==> src/rtl/crc_engine_pkg.sv <==
// Shared definitions for the streaming CRC engine: FSM state encoding,
// the CRC-32 constants used as parameter defaults, and a generic
// MSB-first, non-reflected CRC update function.
package crc_engine_pkg;

    // Widest CRC register the update function can handle.
    localparam int CRC_MAX_W = 64;

    // CRC-32 (MSB-first, non-reflected) generator, seed and good-frame residue.
    localparam logic [31:0] CRC32_POLY    = 32'h04C11DB7;
    localparam logic [31:0] CRC32_INIT    = 32'hFFFFFFFF;
    localparam logic [31:0] CRC32_RESIDUE = 32'hC704DD7B;

    // Frame sequencing states.
    typedef enum logic [1:0] {
        IDLE   = 2'd0,
        PASS   = 2'd1,
        APPEND = 2'd2
    } state_t;

    // One data_w-bit update of a crc_w-bit register: the data is XORed into
    // the top data_w bits, then data_w shifts through poly are applied.
    // Operands are right-aligned in CRC_MAX_W-bit containers.
    function automatic logic [CRC_MAX_W-1:0] crc_update(
        input logic [CRC_MAX_W-1:0] crc_in,
        input logic [CRC_MAX_W-1:0] data,
        input logic [CRC_MAX_W-1:0] poly,
        input int                   crc_w,
        input int                   data_w
    );
        logic [CRC_MAX_W-1:0] mask;
        logic [CRC_MAX_W-1:0] top_bit;
        logic [CRC_MAX_W-1:0] c;
        logic                 msb;
        mask    = (crc_w >= CRC_MAX_W) ? '1
                                       : ((CRC_MAX_W'(1) << crc_w) - CRC_MAX_W'(1));
        top_bit = CRC_MAX_W'(1) << (crc_w - 1);
        c       = (crc_in ^ (data << (crc_w - data_w))) & mask;
        for (int i = 0; i < data_w; i++) begin
            msb = |(c & top_bit);
            c   = (c << 1) & mask;
            if (msb) begin
                c = c ^ (poly & mask);
            end
        end
        return c;
    endfunction

endpackage

==> src/rtl/crc_engine_step.sv <==
// Combinational single-beat CRC update: folds one DATA_W-bit beat into a
// CRC_W-bit register through generator POLY (MSB-first, non-reflected).
// CRC_W must be a multiple of DATA_W and no wider than CRC_MAX_W.
module crc_engine_step
    import crc_engine_pkg::*;
#(
    parameter int               CRC_W  = 32,
    parameter int               DATA_W = 8,
    parameter logic [CRC_W-1:0] POLY   = CRC32_POLY
) (
    input  logic [CRC_W-1:0]  crc_in,
    input  logic [DATA_W-1:0] data,
    output logic [CRC_W-1:0]  crc_out
);

    // Whole DATA_W-bit update unrolled into one cycle of logic.
    always_comb begin
        crc_out = CRC_W'(crc_update(CRC_MAX_W'(crc_in), CRC_MAX_W'(data),
                                    CRC_MAX_W'(POLY), CRC_W, DATA_W));
    end

endmodule

==> src/rtl/crc_engine.sv <==
// Streaming CRC engine with one registered output stage.
// append=1 on the first beat: the frame is forwarded and ~crc is appended
// as CRC_W/DATA_W beats, most significant chunk first.
// append=0: the frame is forwarded unchanged so its CRC can be checked.
// Optional macro CRC_ENGINE_CHECK_EN builds the residue compare that drives
// the crc_ok / crc_err pulses; without it both outputs are tied low.
module crc_engine
    import crc_engine_pkg::*;
#(
    parameter int               CRC_W   = 32,
    parameter int               DATA_W  = 8,
    parameter logic [CRC_W-1:0] POLY    = CRC32_POLY,
    parameter logic [CRC_W-1:0] INIT    = '1,
    parameter logic [CRC_W-1:0] RESIDUE = CRC32_RESIDUE
) (
    input  logic              clk,
    input  logic              reset_n,
    input  logic              s_valid,
    output logic              s_ready,
    input  logic [DATA_W-1:0] s_data,
    input  logic              s_last,
    input  logic              append,
    output logic              m_valid,
    input  logic              m_ready,
    output logic [DATA_W-1:0] m_data,
    output logic              m_last,
    output logic [CRC_W-1:0]  crc,
    output logic              busy,
    output logic              crc_ok,
    output logic              crc_err
);

    localparam int NBEATS = CRC_W / DATA_W;
    localparam int CNT_W  = (NBEATS > 1) ? $clog2(NBEATS) : 1;

    state_t              state;
    state_t              state_next;
    logic [CRC_W-1:0]    crc_q;
    logic [CRC_W-1:0]    crc_base;
    logic [CRC_W-1:0]    crc_step;
    logic [CRC_W-1:0]    crc_inv;
    logic [DATA_W-1:0]   chunk;
    logic [CNT_W-1:0]    cnt;
    logic                mode_q;
    logic                mode_now;
    logic                out_free;
    logic                s_fire;
    logic                m_fire;
    logic                last_chunk;

    // The output slot can take a new beat when empty or being drained.
    assign out_free = !m_valid || m_ready;
    assign s_ready  = (state != APPEND) && out_free;
    assign s_fire   = s_valid && s_ready;
    assign m_fire   = m_valid && m_ready;

    // The mode is taken live on the first beat and held for the rest of the frame.
    assign mode_now = (state == IDLE) ? append : mode_q;

    // A new frame always starts from INIT, even if the register still shows
    // the previous check-mode result for one cycle.
    assign crc_base = (state == IDLE) ? INIT : crc_q;

    assign crc  = crc_q;
    assign busy = (state != IDLE);

    crc_engine_step #(
        .CRC_W  (CRC_W),
        .DATA_W (DATA_W),
        .POLY   (POLY)
    ) u_step (
        .crc_in  (crc_base),
        .data    (s_data),
        .crc_out (crc_step)
    );

    assign crc_inv    = ~crc_q;
    assign last_chunk = (cnt == CNT_W'(NBEATS - 1));

    // Select the CRC chunk addressed by the counter, most significant first.
    always_comb begin
        chunk = '0;
        for (int i = 0; i < NBEATS; i++) begin
            if (cnt == CNT_W'(i)) begin
                chunk = crc_inv[CRC_W-1-i*DATA_W -: DATA_W];
            end
        end
    end

    // Next-state logic for frame sequencing.
    always_comb begin
        state_next = state;
        case (state)
            IDLE: begin
                if (s_fire) begin
                    if (s_last) begin
                        state_next = append ? APPEND : IDLE;
                    end else begin
                        state_next = PASS;
                    end
                end
            end
            PASS: begin
                if (s_fire && s_last) begin
                    state_next = mode_q ? APPEND : IDLE;
                end
            end
            APPEND: begin
                if (m_fire && m_last) begin
                    state_next = IDLE;
                end
            end
            default: state_next = IDLE;
        endcase
    end

    // State register.
    always_ff @(posedge clk or negedge reset_n) begin
        if (!reset_n) begin
            state <= IDLE;
        end else begin
            state <= state_next;
        end
    end

    // Output register, CRC register, mode latch and append chunk counter.
    always_ff @(posedge clk or negedge reset_n) begin
        if (!reset_n) begin
            crc_q   <= INIT;
            m_valid <= 1'b0;
            m_data  <= '0;
            m_last  <= 1'b0;
            cnt     <= '0;
            mode_q  <= 1'b0;
        end else if (state == APPEND) begin
            if (m_fire) begin
                if (m_last) begin
                    m_valid <= 1'b0;
                    m_last  <= 1'b0;
                    cnt     <= '0;
                    crc_q   <= INIT;
                end else begin
                    m_data <= chunk;
                    m_last <= last_chunk;
                    cnt    <= cnt + CNT_W'(1);
                end
            end
        end else if (s_fire) begin
            m_valid <= 1'b1;
            m_data  <= s_data;
            m_last  <= s_last && !mode_now;
            crc_q   <= crc_step;
            cnt     <= '0;
            if (state == IDLE) begin
                mode_q <= append;
            end
        end else begin
            if (m_fire) begin
                m_valid <= 1'b0;
                m_last  <= 1'b0;
            end
            if (state == IDLE) begin
                crc_q <= INIT;
            end
        end
    end

`ifdef CRC_ENGINE_CHECK_EN
    logic ok_q;
    logic err_q;

    // One-cycle verdict after the final beat of a check-mode frame.
    always_ff @(posedge clk or negedge reset_n) begin
        if (!reset_n) begin
            ok_q  <= 1'b0;
            err_q <= 1'b0;
        end else begin
            ok_q  <= s_fire && s_last && !mode_now && (crc_step == RESIDUE);
            err_q <= s_fire && s_last && !mode_now && (crc_step != RESIDUE);
        end
    end

    assign crc_ok  = ok_q;
    assign crc_err = err_q;
`else
    assign crc_ok  = 1'b0;
    assign crc_err = 1'b0;
`endif

endmodule

==> config.mk <==
export PLATFORM = sky130hd
export DESIGN_NAME = crc_engine
export DESIGN_NICKNAME = d
export VERILOG_FILES = /design/src/rtl/crc_engine_pkg.sv /design/src/rtl/crc_engine_step.sv /design/src/rtl/crc_engine.sv
export SDC_FILE = /design/constraint.sdc
export NUM_CORES = 1
export LEC_CHECK = 0
export ABC_AREA = 0
export BUFFER_PORTS_ARGS = -buffer_cell sky130_fd_sc_hd__clkbuf_2
export CAP_MARGIN = 20
export CORE_ASPECT_RATIO = 1.1
export CORE_UTILIZATION = 50
export CTS_CLUSTER_DIAMETER = 120
export DETAILED_ROUTE_END_ITERATION = 7
export PLACE_DENSITY = 0.77
export RECOVER_POWER = 100
export SYNTH_ARGS = -nofsm -noshare
export SYNTH_HDL_FRONTEND = slang
export SYNTH_SLANG_ARGS = --single-unit
==> constraint.sdc <==
create_clock -name clk -period 2.65 [get_ports clk]
set_clock_uncertainty 0.2 [all_clocks]
set_input_delay 0.265 -clock clk [delete_from_list [all_inputs] [get_ports clk]]
set_output_delay 0.265 -clock clk [all_outputs]
set_load 0.05 [all_outputs]
=== Word-level counts from Yosys, hierarchy flattened ===
Cells that the tools add are included.

* Register bits: 47
* Logic and storage cells: 94
* Output and inout port bits: 46
* Bits in writable memories: 0
* ROM bits: 0
* Input port bits: 14
* Memories: 0
* Latch bits: 0

* $add $sub $neg: 1
* Divide/modulo/power cells: 0
* Eq/ne operators: 12
* Shift operators: 0
* Reduce and logical (&&, ||, !) cells: 21
* Multipliers: 0
* Muxes and demuxes: 42
* Bitwise operators: 11
* Magnitude comparators: 0

{| class="wikitable"
|+ Operators with widths
! operator !! count
|-
| 27-bit two-way mux || 8
|-
| 32-bit two-way mux || 5
|-
| 14-bit NOT || 8
|-
| 8-bit two-way mux || 8
|-
| 32-bit NOT || 1
|-
| 32-bit XOR || 1
|-
| 2-bit two-way mux || 10
|-
| 2-bit inequality test, second input constant || 7
|-
| 1-bit two-way mux || 10
|-
| 3-bit AND reduction || 3
|-
| 2-bit AND reduction || 4
|-
| 2-bit == test, second input constant || 3
|-
| 1-bit logical AND || 6
|-
| 2-bit one-hot mux with 3 select lines || 1
|-
| 2-bit nonzero test || 3
|-
| 2-bit by 1-bit == test with 1-bit output, second input constant || 2
|-
| 2-bit zero test || 2
|-
| 2-bit by 1-bit adder with 2-bit output, second input constant || 1
|-
| 1-bit zero test || 2
|-
| 1-bit logical OR || 1
|-
| 1-bit NOT || 1
|}

=== Longest topological paths before layout ===
* Depth in word-level cells: 21
* Gate-level depth with buffers: 8
* Gate-level depth less buffers: 8

=== Cells and area by module ===
A second synthesis with hierarchy kept.

* Cell total of the unflattened synthesis: 318
* Area total of the unflattened synthesis: 3,538.4 µm²

{| class="wikitable"
|+ By module, submodules not included
! module !! instances !! area an instance (µm²) !! cells an instance
|-
| crc_engine || 1 || 2,523.7 || 250
|-
| crc_engine_step || 1 || 1,014.7 || 68
|}

=== Worst setup path before layout ===
Ideal clock, no wire load.

* Kind: flip-flop to flip-flop
* Start: register crc_q[27], in the netlist crc[27]
* End: register crc_q[11], in the netlist crc[11]
* Clock period less this slack: 2.407 ns
* Data required time: 2.370 ns
* Arrival time: 2.127 ns
* Stages on the path, launching flop included: 8
* Slack: 0.243 ns
* Cell sequence: dfstp_2 -> buf_2 -> xor2_1 -> nand2_1 -> xnor2_1 -> xnor2_2 -> xnor3_1 -> o22a_1

* Longest elaborated chain between the ends: 10

{| class="wikitable"
|+ Ends and longest elaborated chain
! item !! RTL line !! RTL
|-
| start: declaration || crc_engine.sv:38 || <nowiki>logic [CRC_W-1:0] crc_q;</nowiki>
|-
| start signal: assignment || crc_engine.sv:152 || <nowiki>crc_q <= crc_step;</nowiki>
|-
| 32-bit two-way mux (*) || - ||
|-
| 32-bit XOR (*) || crc_engine_pkg.sv:38 || <nowiki>c = (crc_in ^ (data << (crc_w - data_w))) & mask;</nowiki>
|-
| 27-bit two-way mux (*) (2 in series) || crc_engine_pkg.sv:42 || <nowiki>if (msb) begin</nowiki>
|-
| 14-bit NOT (no source line) || - ||
|-
| 27-bit two-way mux (*) || crc_engine_pkg.sv:42 ||
|-
| 14-bit NOT (no source line) || - ||
|-
| 27-bit two-way mux (*) || crc_engine_pkg.sv:42 ||
|-
| 32-bit two-way mux (*) || crc_engine.sv:148 || <nowiki>end else if (s_fire) begin</nowiki>
|-
| 32-bit two-way mux (*) || crc_engine.sv:135 || <nowiki>end else if (state == APPEND) begin</nowiki>
|}

Mark *: on every way between the ends. The rest lies on a longest branch, timed or not.
A chain may end at the register's enable or synchronous reset.

=== Final worst setup path ===
* Start: register crc_q[31], in the netlist crc[31]
* End: register crc_q[11], in the netlist crc[11]

* Longest elaborated chain between the ends: 17

{| class="wikitable"
|+ Ends and longest elaborated chain
! item !! RTL line
|-
| 32-bit two-way mux (*) || -
|-
| 32-bit XOR (*) || crc_engine_pkg.sv:38
|-
| 27-bit two-way mux (*) || crc_engine_pkg.sv:42
|-
| 14-bit NOT (no source line) || -
|-
| 27-bit two-way mux (2 in series) || crc_engine_pkg.sv:42
|-
| 14-bit NOT (no source line) || -
|-
| 27-bit two-way mux || crc_engine_pkg.sv:42
|-
| 14-bit NOT (no source line) || -
|-
| 27-bit two-way mux (2 in series) || crc_engine_pkg.sv:42
|-
| 14-bit NOT (no source line) || -
|-
| 27-bit two-way mux (*) || crc_engine_pkg.sv:42
|-
| 14-bit NOT (no source line) || -
|-
| 27-bit two-way mux (*) || crc_engine_pkg.sv:42
|-
| 32-bit two-way mux (*) || crc_engine.sv:148
|-
| 32-bit two-way mux (*) || crc_engine.sv:135
|}

Marks and branches as above.

==> summary.txt <==
Placed design
  – DP Wirelength: 6410 um
  – PortBufs: 57
  – Gpl congestion: 0.908

Cells and area
  – N_diodes: 0
  – Post-layout nets: 443
  – Ratio of cells with drive above 1 in the final layout: 0.178
  – Most frequent cells in the layout: 64 x xnor2_1, 59 x nor2_1, 48 x clkbuf_1
  – Fillers: 619
  – Synth-to-Final Area Change: 8.93%
  – Final core occ: 0.570
  – Most common cell after layout, fill and taps aside: xnor2_1

Floorplan
  – Core region area: 6670 um2
  – IO Pins: 60
  – DIE HEIGHT: 89.6 um
  – Die Area: 7320 um2
  – Rows: 31
  – Initial Util: 0.523
  – Die X: 81.6 um

Synth
  – Yosys warns: 0
  – Post-synthesis simple-gate area fraction: 0.115
  – Adder-Cell Fraction of Synth Area: 0.0143
  – EDFF count, synth: 0
  – Ys async rst share: 1.00
  – Cells after Synth: 380
  – Synth Area in Compound Gates: 0.151
  – Post-synth top area share: 0.241
  – Dominant cell type by area after synthesis: dfstp_2
  – Post-synthesis cell type count: 39
  – Multiplexer share of the synthesized area: 0.00287
  – Largest family of logic cells by synthesized area: XOR/XNOR gates
  – Post-synth design cell area: 3490 um2
  – Syn_area_per_cell: 9.18 um2
  – Most common flop cell mapped by yosys: dfstp_2
  – Synth Register Bits: 47
  – Post-synthesis sequential area ratio: 0.349
  – Post-Synth XOR/XNOR Area: 0.311
  – Synth area leaders: dfstp_2 24%, xnor2_1 16%, dfrtp_1 11%

Clock network
  – TritonCTS Buffers: 5
  – H-tree levels: 2
  – CTS Hold Bufs: 1
  – Clk slew on worst S/H paths: 0.09 ns
  – Post-CTS Setup Repair Bufs: 0
  – CTS max path bufs: 2
  – Clock Sinks: 47
  – Cts repair resizes: 0
  – CTS tree: yes
  – Root Driver: clkbuf_8
  – Clk_lat worst skew: 0.31 ns

GRT
  – First-pass GRT wire length: 13900 um
  – Initial antenna violation count: 0
  – Number of global-route vias before repair: 2666
  – Total GRT Usage: 0.256
  – Gr ovfl total: 0
  – Largest net degree at the start of global routing: 48

Worst setup path
  – CP Launch Type: flip-flop
  – Register-to-register setup slack: 0.23 ns
  – Worst Path Required: 2.69 ns
  – CP Class: flip-flop to flip-flop
  – Highest fanout seen on the critical path: 8
  – CP Data Arrival Time: 2.46 ns
  – Worst Setup End Kind: flip-flop

Detailed routing
  – DRC errors left: 0
  – Final Routed Wirelength: 8950 um
  – Initial DRC count: 293
  – Via count: 2867
  – Pre-Repair DR Iteration Count: 5
  – Antenna viol nets, final: 0
  – Post-DR vias/cell: 5.64
  – Drt wl/cell: 17.6 um

STA
  – Slew Viols, Final: 0
  – Fmax: 414 MHz
  – Setup-failing EPs final: 0
  – Final hold violation count: 0
  – Crit share post-route: 0.913
  – TNS Setup: 0 ns
  – Worst-Margin Slew: 1.14 ns
  – Max_slew headroom: 0.243
  – Fin crit period: 2.42 ns
  – RSZ-0062 raised after global routing: no

Hold path
  – Min-Delay Path Class: input port to flip-flop

Status
  – Outcome: finished clean

Flow run
  – Max cap viols: 0
[worst max-delay path, stage by stage, from the launching register on]
cell and delay [ns]:
dfstp_1 0.82, xnor2_2 0.18, nor2_4 0.07, xnor2_4 0.31
xnor2_2 0.18, xnor3_1 0.41, o22a_1 0.18
[flip-flops by register name (all words and copies together), names as in the netlist]
register and count:
m_data 8, mode_q 1, cnt 2, crc 32
m_valid 1, state 2, m_last 1
[cell usage after synthesis (6+ instances only)]
cell type  instances
a21oi_1           35
buf_2             11
buf_4              7
clkbuf_1           9
dfrtp_1           15
dfstp_2           32
inv_1              7
nand2_1           18
nor2_1            58
o211ai_1           6
o21ai_0           27
o22a_1             6
o22ai_1            9
xnor2_1           64
xnor2_2            7
xor2_1            26
[cell type report]
type,instances,area [um2],area share
clock buffers,8,80.1,0.0211
multi-input cells,297,2080,0.546
inverters,7,26.3,0.00691
well taps,82,103,0.0270
flip-flops and latches,47,1220,0.320
repair buffers,67,299,0.0787
[path summary, 6_finish.rpt]
path / cells after the start / from / end
min: 3 / append / mode_q
max in group asynchronous: 3 / reset_n / m_data[0]
min in group asynchronous: 3 / reset_n / m_last
max reg2reg: 6 / crc[31] / crc[11]
min reg2reg: 2 / m_data[3] / m_data[3]
max: 6 / crc[31] / crc[11]
[per-stage QoR]
| step | setup WS (ns) | cells | hold slack [ns] | cell area, um2 |
|---|---|---|---|---|
| 4_1_cts | 0.389 | 508 | 0.00677 | 3870 |
| 3_5_place_dp | 0.393 | 499 | 0.192 | 3780 |
| 2_1_floorplan | 0.243 | 381 | -0.231 | 3490 |
| 6_report | 0.232 | 508 | 0.000223 | 3800 |
| 3_3_place_gp | 0.417 | 499 | 0.185 | 3780 |
| 5_1_grt | 0.108 | 508 | 0.0330 | 3800 |
[metal layers]
layer	up-vias	global-route usage	wire length [um]
li1	1329	-	-
met1	1406	0.358	4000
met2	119	0.399	4330
met3	13	0.0364	476
met4	0	0.0973	138
met5	-	0	0
[kinds of logic after synthesis]
kind of cell	count (synthesis)
DFF	47
muxes	1
other	1
AOI/OAI and AO/OA	91
and+or+nand+nor	94
xor gates and xnor gates	105
adders and majority gates	4
buffers and inverters	37
Power is not shown: default switching activity piles up to over one toggle a cycle in this logic, so the estimate is an artifact.
